### config.mk
export PLATFORM = sky130hd
export DESIGN_NAME = gpio_serial_loader
export DESIGN_NICKNAME = d
export VERILOG_FILES = /design/src/rtl/gpio_serial_loader.sv
export SDC_FILE = /design/constraint.sdc
export NUM_CORES = 1
export LEC_CHECK = 0
export BUFFER_PORTS_ARGS = -buffer_cell sky130_fd_sc_hd__clkbuf_2
export CAP_MARGIN = 20
export CORE_ASPECT_RATIO = 1.2
export CORE_MARGIN = 10
export CORE_UTILIZATION = 60
export DETAILED_ROUTE_END_ITERATION = 8
export PLACE_DENSITY = 0.83
export SLEW_MARGIN = 30
export SYNTH_ARGS = -nofsm -noshare
export SYNTH_HDL_FRONTEND = slang
export SYNTH_SLANG_ARGS = --single-unit
### constraint.sdc
create_clock -name clk -period 4 [get_ports clk]
set_input_delay 0.6 -clock clk [delete_from_list [all_inputs] [get_ports clk]]
set_output_delay 0.6 -clock clk [all_outputs]
set_load 0.05 [all_outputs]
### src/rtl/gpio_serial_loader.sv
// Serial configuration loader: shifts one CFG_BITS word per GPIO pad, highest pad first, then strobes serial_load.
// Build macro GPIO_LOADER_CLKDIV_EN adds a clk_div input that stretches every shift/load phase to clk_div+1 cycles.
module gpio_serial_loader #(
    parameter int NUM_PADS = 38,
    parameter int CFG_BITS = 13,
    localparam int IDX_W = (NUM_PADS > 1) ? $clog2(NUM_PADS) : 1,
    localparam int BIT_W = (CFG_BITS > 1) ? $clog2(CFG_BITS) : 1
) (
    input  logic                clk,
    input  logic                resetn,
    input  logic                xfer_start,
    input  logic [CFG_BITS-1:0] cfg_word,
`ifdef GPIO_LOADER_CLKDIV_EN
    input  logic [3:0]          clk_div,
`endif
    output logic [IDX_W-1:0]    cfg_index,
    output logic                busy,
    output logic                done,
    output logic                serial_clock,
    output logic                serial_data,
    output logic                serial_load
);

    typedef enum logic [2:0] {
        IDLE,
        SHIFT_LO,
        SHIFT_HI,
        LOAD,
        FINISH
    } state_t;

    localparam logic [IDX_W-1:0] IDX_LAST = IDX_W'(NUM_PADS - 1);
    localparam logic [BIT_W-1:0] BIT_LAST = BIT_W'(CFG_BITS - 1);

    state_t                state_q, state_d;
    logic [IDX_W-1:0]      idx_q, idx_d;
    logic [BIT_W-1:0]      bit_q, bit_d;
    logic [3:0]            ph_q, ph_d;
    logic [3:0]            ph_max;
    logic [CFG_BITS-1:0]   shadow_q, shadow_d;
    logic                  sclk_q, sclk_d;
    logic                  sdata_q, sdata_d;
    logic                  sload_q, sload_d;
    logic                  busy_q, busy_d;
    logic                  done_q, done_d;
    logic                  first_bit;
    logic                  ph_last;

`ifdef GPIO_LOADER_CLKDIV_EN
    logic [3:0]            ph_max_q, ph_max_d;
    assign ph_max = ph_max_q;
`else
    assign ph_max = 4'd0;
`endif

    // cfg_index already points at the pad during its first SHIFT_LO cycle, so the word is captured there.
    assign first_bit = (state_q == SHIFT_LO) && (bit_q == BIT_LAST) && (ph_q == 4'd0);
    assign ph_last   = (ph_q == ph_max);

    always_comb begin
        state_d  = state_q;
        idx_d    = idx_q;
        bit_d    = bit_q;
        ph_d     = ph_q;
`ifdef GPIO_LOADER_CLKDIV_EN
        ph_max_d = ph_max_q;
`endif
        shadow_d = first_bit ? cfg_word : shadow_q;
        sdata_d  = sdata_q;
        if (state_q == SHIFT_LO) begin
            sdata_d = shadow_d[bit_q];
        end

        case (state_q)
            IDLE: begin
                // done_q marks the visible completion cycle; a start there is dropped, not queued.
                if (xfer_start && !done_q) begin
                    state_d  = SHIFT_LO;
                    idx_d    = IDX_LAST;
                    bit_d    = BIT_LAST;
                    ph_d     = 4'd0;
`ifdef GPIO_LOADER_CLKDIV_EN
                    ph_max_d = clk_div;
`endif
                end
            end
            SHIFT_LO: begin
                if (ph_last) begin
                    ph_d    = 4'd0;
                    state_d = SHIFT_HI;
                end else begin
                    ph_d = ph_q + 4'd1;
                end
            end
            SHIFT_HI: begin
                if (ph_last) begin
                    ph_d = 4'd0;
                    if (bit_q != '0) begin
                        bit_d   = bit_q - BIT_W'(1);
                        state_d = SHIFT_LO;
                    end else if (idx_q != '0) begin
                        idx_d   = idx_q - IDX_W'(1);
                        bit_d   = BIT_LAST;
                        state_d = SHIFT_LO;
                    end else begin
                        state_d = LOAD;
                    end
                end else begin
                    ph_d = ph_q + 4'd1;
                end
            end
            LOAD: begin
                if (ph_last) begin
                    ph_d    = 4'd0;
                    state_d = FINISH;
                end else begin
                    ph_d = ph_q + 4'd1;
                end
            end
            FINISH: begin
                state_d = IDLE;
            end
            default: begin
                state_d = IDLE;
            end
        endcase

        // Pin outputs are a registered image of the current state, one cycle behind it.
        sclk_d  = (state_q == SHIFT_HI);
        sload_d = (state_q == LOAD);
        busy_d  = (state_q == SHIFT_LO) || (state_q == SHIFT_HI) || (state_q == LOAD);
        done_d  = (state_q == FINISH);
    end

    always_ff @(posedge clk or negedge resetn) begin
        if (!resetn) begin
            state_q  <= IDLE;
            idx_q    <= '0;
            bit_q    <= '0;
            ph_q     <= 4'd0;
            shadow_q <= '0;
            sclk_q   <= 1'b0;
            sdata_q  <= 1'b0;
            sload_q  <= 1'b0;
            busy_q   <= 1'b0;
            done_q   <= 1'b0;
        end else begin
            state_q  <= state_d;
            idx_q    <= idx_d;
            bit_q    <= bit_d;
            ph_q     <= ph_d;
            shadow_q <= shadow_d;
            sclk_q   <= sclk_d;
            sdata_q  <= sdata_d;
            sload_q  <= sload_d;
            busy_q   <= busy_d;
            done_q   <= done_d;
        end
    end

`ifdef GPIO_LOADER_CLKDIV_EN
    always_ff @(posedge clk or negedge resetn) begin
        if (!resetn) begin
            ph_max_q <= 4'd0;
        end else begin
            ph_max_q <= ph_max_d;
        end
    end
`endif

    assign cfg_index    = idx_q;
    assign busy         = busy_q;
    assign done         = done_q;
    assign serial_clock = sclk_q;
    assign serial_data  = sdata_q;
    assign serial_load  = sload_q;

endmodule
==> flow_summary.json <==
{
  "synthSimpleGateAreaFrac_pct": 18.68,
  "hpwl_um": 3092,
  "core_area_um2": 3055,
  "io_buffers": 26,
  "cap_violations": 0,
  "yosys_most_used_dff": "dfrtp_1",
  "syn_area_um2": 1916,
  "critical_path_class": "reg2reg",
  "fin_crit_sh_pct": 72.97,
  "cts_tree": "yes",
  "drive_above_1_share_pct": 27.23,
  "start_util_pct": 62.69,
  "clk_pin_slew_worst_paths_ns": 0.11,
  "worst_slew_pin_slew_ns": 0.8602,
  "max_freq_mhz": 342.6,
  "irDropWorstVdd_mv": 0.5805,
  "postCtsSetupBuffers": 0,
  "drt_iter0_drc": 106,
  "routabilityCongestion": 0.8605,
  "syn_avg_cell_area_um2": 10.19,
  "ctsRootBufferMaster": "clkbuf_4",
  "grt_pass1_vias": 1597,
  "layout_common_cells": "dfrtp_1 (35), clkbuf_2 (26), nor2_1 (14), mux2_2 (14), o21ai_0 (12)",
  "syn-num-nets": 210,
  "die_w_um": 71.58,
  "synth-async-reset-ratio_pct": 100.0,
  "overflow": 0,
  "ctsHoldBuffers": 0,
  "synth_mux_area_share_pct": 11.89,
  "routed_wl_um": 4179,
  "multiInputGateArea_um2": 943.4,
  "yosysSeqAreaShare_pct": 45.72,
  "cp-start-kind": "flip-flop",
  "end_kind": "flip-flop",
  "ant_nets": 0,
  "final_common_cell": "dfrtp_1",
  "diodes": 0,
  "n_fill_cell": 226,
  "critPathRequiredTime_ns": 4.21,
  "path_max_fanout": 17,
  "synth-xor-area-share_pct": 1.829,
  "io_pins": 27,
  "ys.warnings.count": 0,
  "regArea_um2": 875.8,
  "route.detailed.drc": 0,
  "ys_seq_elements": 35,
  "insertion_delay_ns": 0.34,
  "wl_per_cell_um": 16.78,
  "h-tree-depth": 2,
  "yosys.area.top_type_share_pct": 45.72,
  "reg2reg_depth": 8,
  "grt_use_total_pct": 14.21,
  "area_growth_pct": 10.84,
  "placedCellCount": 241,
  "vias": 1540,
  "relSlewSlack_pct": 42.65,
  "cts_resized": 0,
  "hold_class": "in2async",
  "clock_path_buffers": 2,
  "cts.sinks": 35,
  "cp_data_arrival_time_ns": 3.13,
  "setup_viol": 0,
  "design_area_um2": 2123,
  "grt_pass1_wl_um": 6927,
  "cts_made_buffers": 5,
  "status": "completed",
  "reg2reg_slack_ns": 1.08,
  "crit-reg2reg-capture": "serial_data",
  "ys_top_cells_by_area": "dfrtp_1 (46%), mux2_2 (8.2%), ha_1 (3.9%)",
  "fin_skew_ns": 0.01295,
  "row_count": 22,
  "synth_compound_area_share_pct": 12.93,
  "synth_top_cell_by_area": "dfrtp_1",
  "crit-reg2reg-launch": "ph_q[0]",
  "slew_viol_final": 0,
  "placement.setup.worst_slack_ns": 1.102,
  "yosysUniqueCellTypes": 45,
  "synth_edf_count": 0,
  "dieArea_um2": 5862,
  "place_area_um2": 2037,
  "powerDensity_nw_per_um2": 843.6,
  "viasPerCell": 6.185,
  "finalSetupTns_ns": 0,
  "p_total_mw": 1.791,
  "synth_top_family_by_area": "simple AND/OR/NAND/NOR gates",
  "worst_slack_ns": 1.081,
  "p_leak_nw": 0.9605,
  "nNetsFinal": 234,
  "firstDrtPassIters": 4,
  "rsz0062_at_grt": "no",
  "synth_cells": 188,
  "grt_max_degree": 36,
  "hold_viol_final": 0,
  "die_y_um": 81.90,
  "min_period_ns": 2.919,
  "synthAdderAreaFrac_pct": 3.919,
  "antenna_found_initial": 0,
  "fin_cells": 249
}
-- synthesized netlist by cell type, drive strengths merged, types with 2 or more instances --
| library cell | count |
|---|---|
| o31ai | 2 |
| nand2b | 3 |
| a21oi | 10 |
| nand3 | 11 |
| a21boi | 2 |
| and3 | 3 |
| clkbuf | 3 |
| mux2i | 7 |
| or4 | 3 |
| a211oi | 4 |
| o21ai | 12 |
| nor3 | 5 |
| xor2 | 4 |
| inv | 10 |
| nor3b | 3 |
| a31oi | 3 |
| nor2 | 14 |
| dfrtp | 35 |
| ha | 6 |
| mux2 | 14 |
| nand2 | 12 |
| buf | 6 |
-- through the flow --
stage,util (%),hold slack (ns)
floorplan,-,0.3044
global placement,66.67,0.4768
detailed placement,66.67,0.4779
CTS,69.49,0.3612
global route,69.49,0.3909
finish,69.49,0.3461
-- power by group --
part	internal (mW)	switching (mW)
registers	0.499	0.155
clock network	0.148	0.121
logic	0.345	0.524
-- per-layer routing --
layer  routed length, um  GRT usage, %
met5                   0             0
met3                 249         4.463
met1                1683         14.69
met2                2194         26.50
met4                  52         4.845
-- worst max-delay path by stage --
| stage | start | to | depth (start not counted) |
|---|---|---|---|
| after floorplan | bit_q[0] | cfg_index[5] | 10 |
| after global placement | ph_q[0] | serial_data | 8 |
| after detailed placement | ph_q[0] | serial_data | 8 |
| after CTS | ph_q[0] | serial_data | 8 |
| after global routing | ph_q[0] | serial_data | 8 |
| final | ph_q[0] | serial_data | 8 |
-- flip-flops by register name (all words and copies together), names as in the netlist --
| signal | cells |
|---|---|
| state_q | 3 |
| bit_q | 4 |
| cfg_index | 6 |
| serial_data | 1 |
| ph_q | 4 |
| serial_clock | 1 |
| done | 1 |
| shadow_q | 13 |
| serial_load | 1 |
| busy | 1 |
-- area by class of cell --
type,instances,area share [%]
clock inverters,2,1.650
flip-flops and latches,35,41.25
inverters,11,2.004
clock buffers,6,2.416
well taps,36,2.121
repair buffers,26,6.128
multi-input cells,133,44.43
-- worst max-delay path: stages, from the launching register on --
cell and delay [ns]:
dfrtp_1 0.41, inv_1 0.10, ha_1 0.17, or3b_1 0.49
nor3_4 0.66, mux2_2 0.43, a311o_1 0.36, o211ai_1 0.08
nand3_1 0.10
-- kinds of logic (layout without fill, tap and decap cells) --
family                     after synthesis  count (layout)
buffers and inverters                   20              45
muxes                                   21              21
and+or+nand+nor                         63              63
xor gates and xnor gates                 4               4
AOI/OAI and AO/OA                       39              39
adders and majority gates                6               6
DFF                                     35              35
Power figures use the tool's default switching activity.
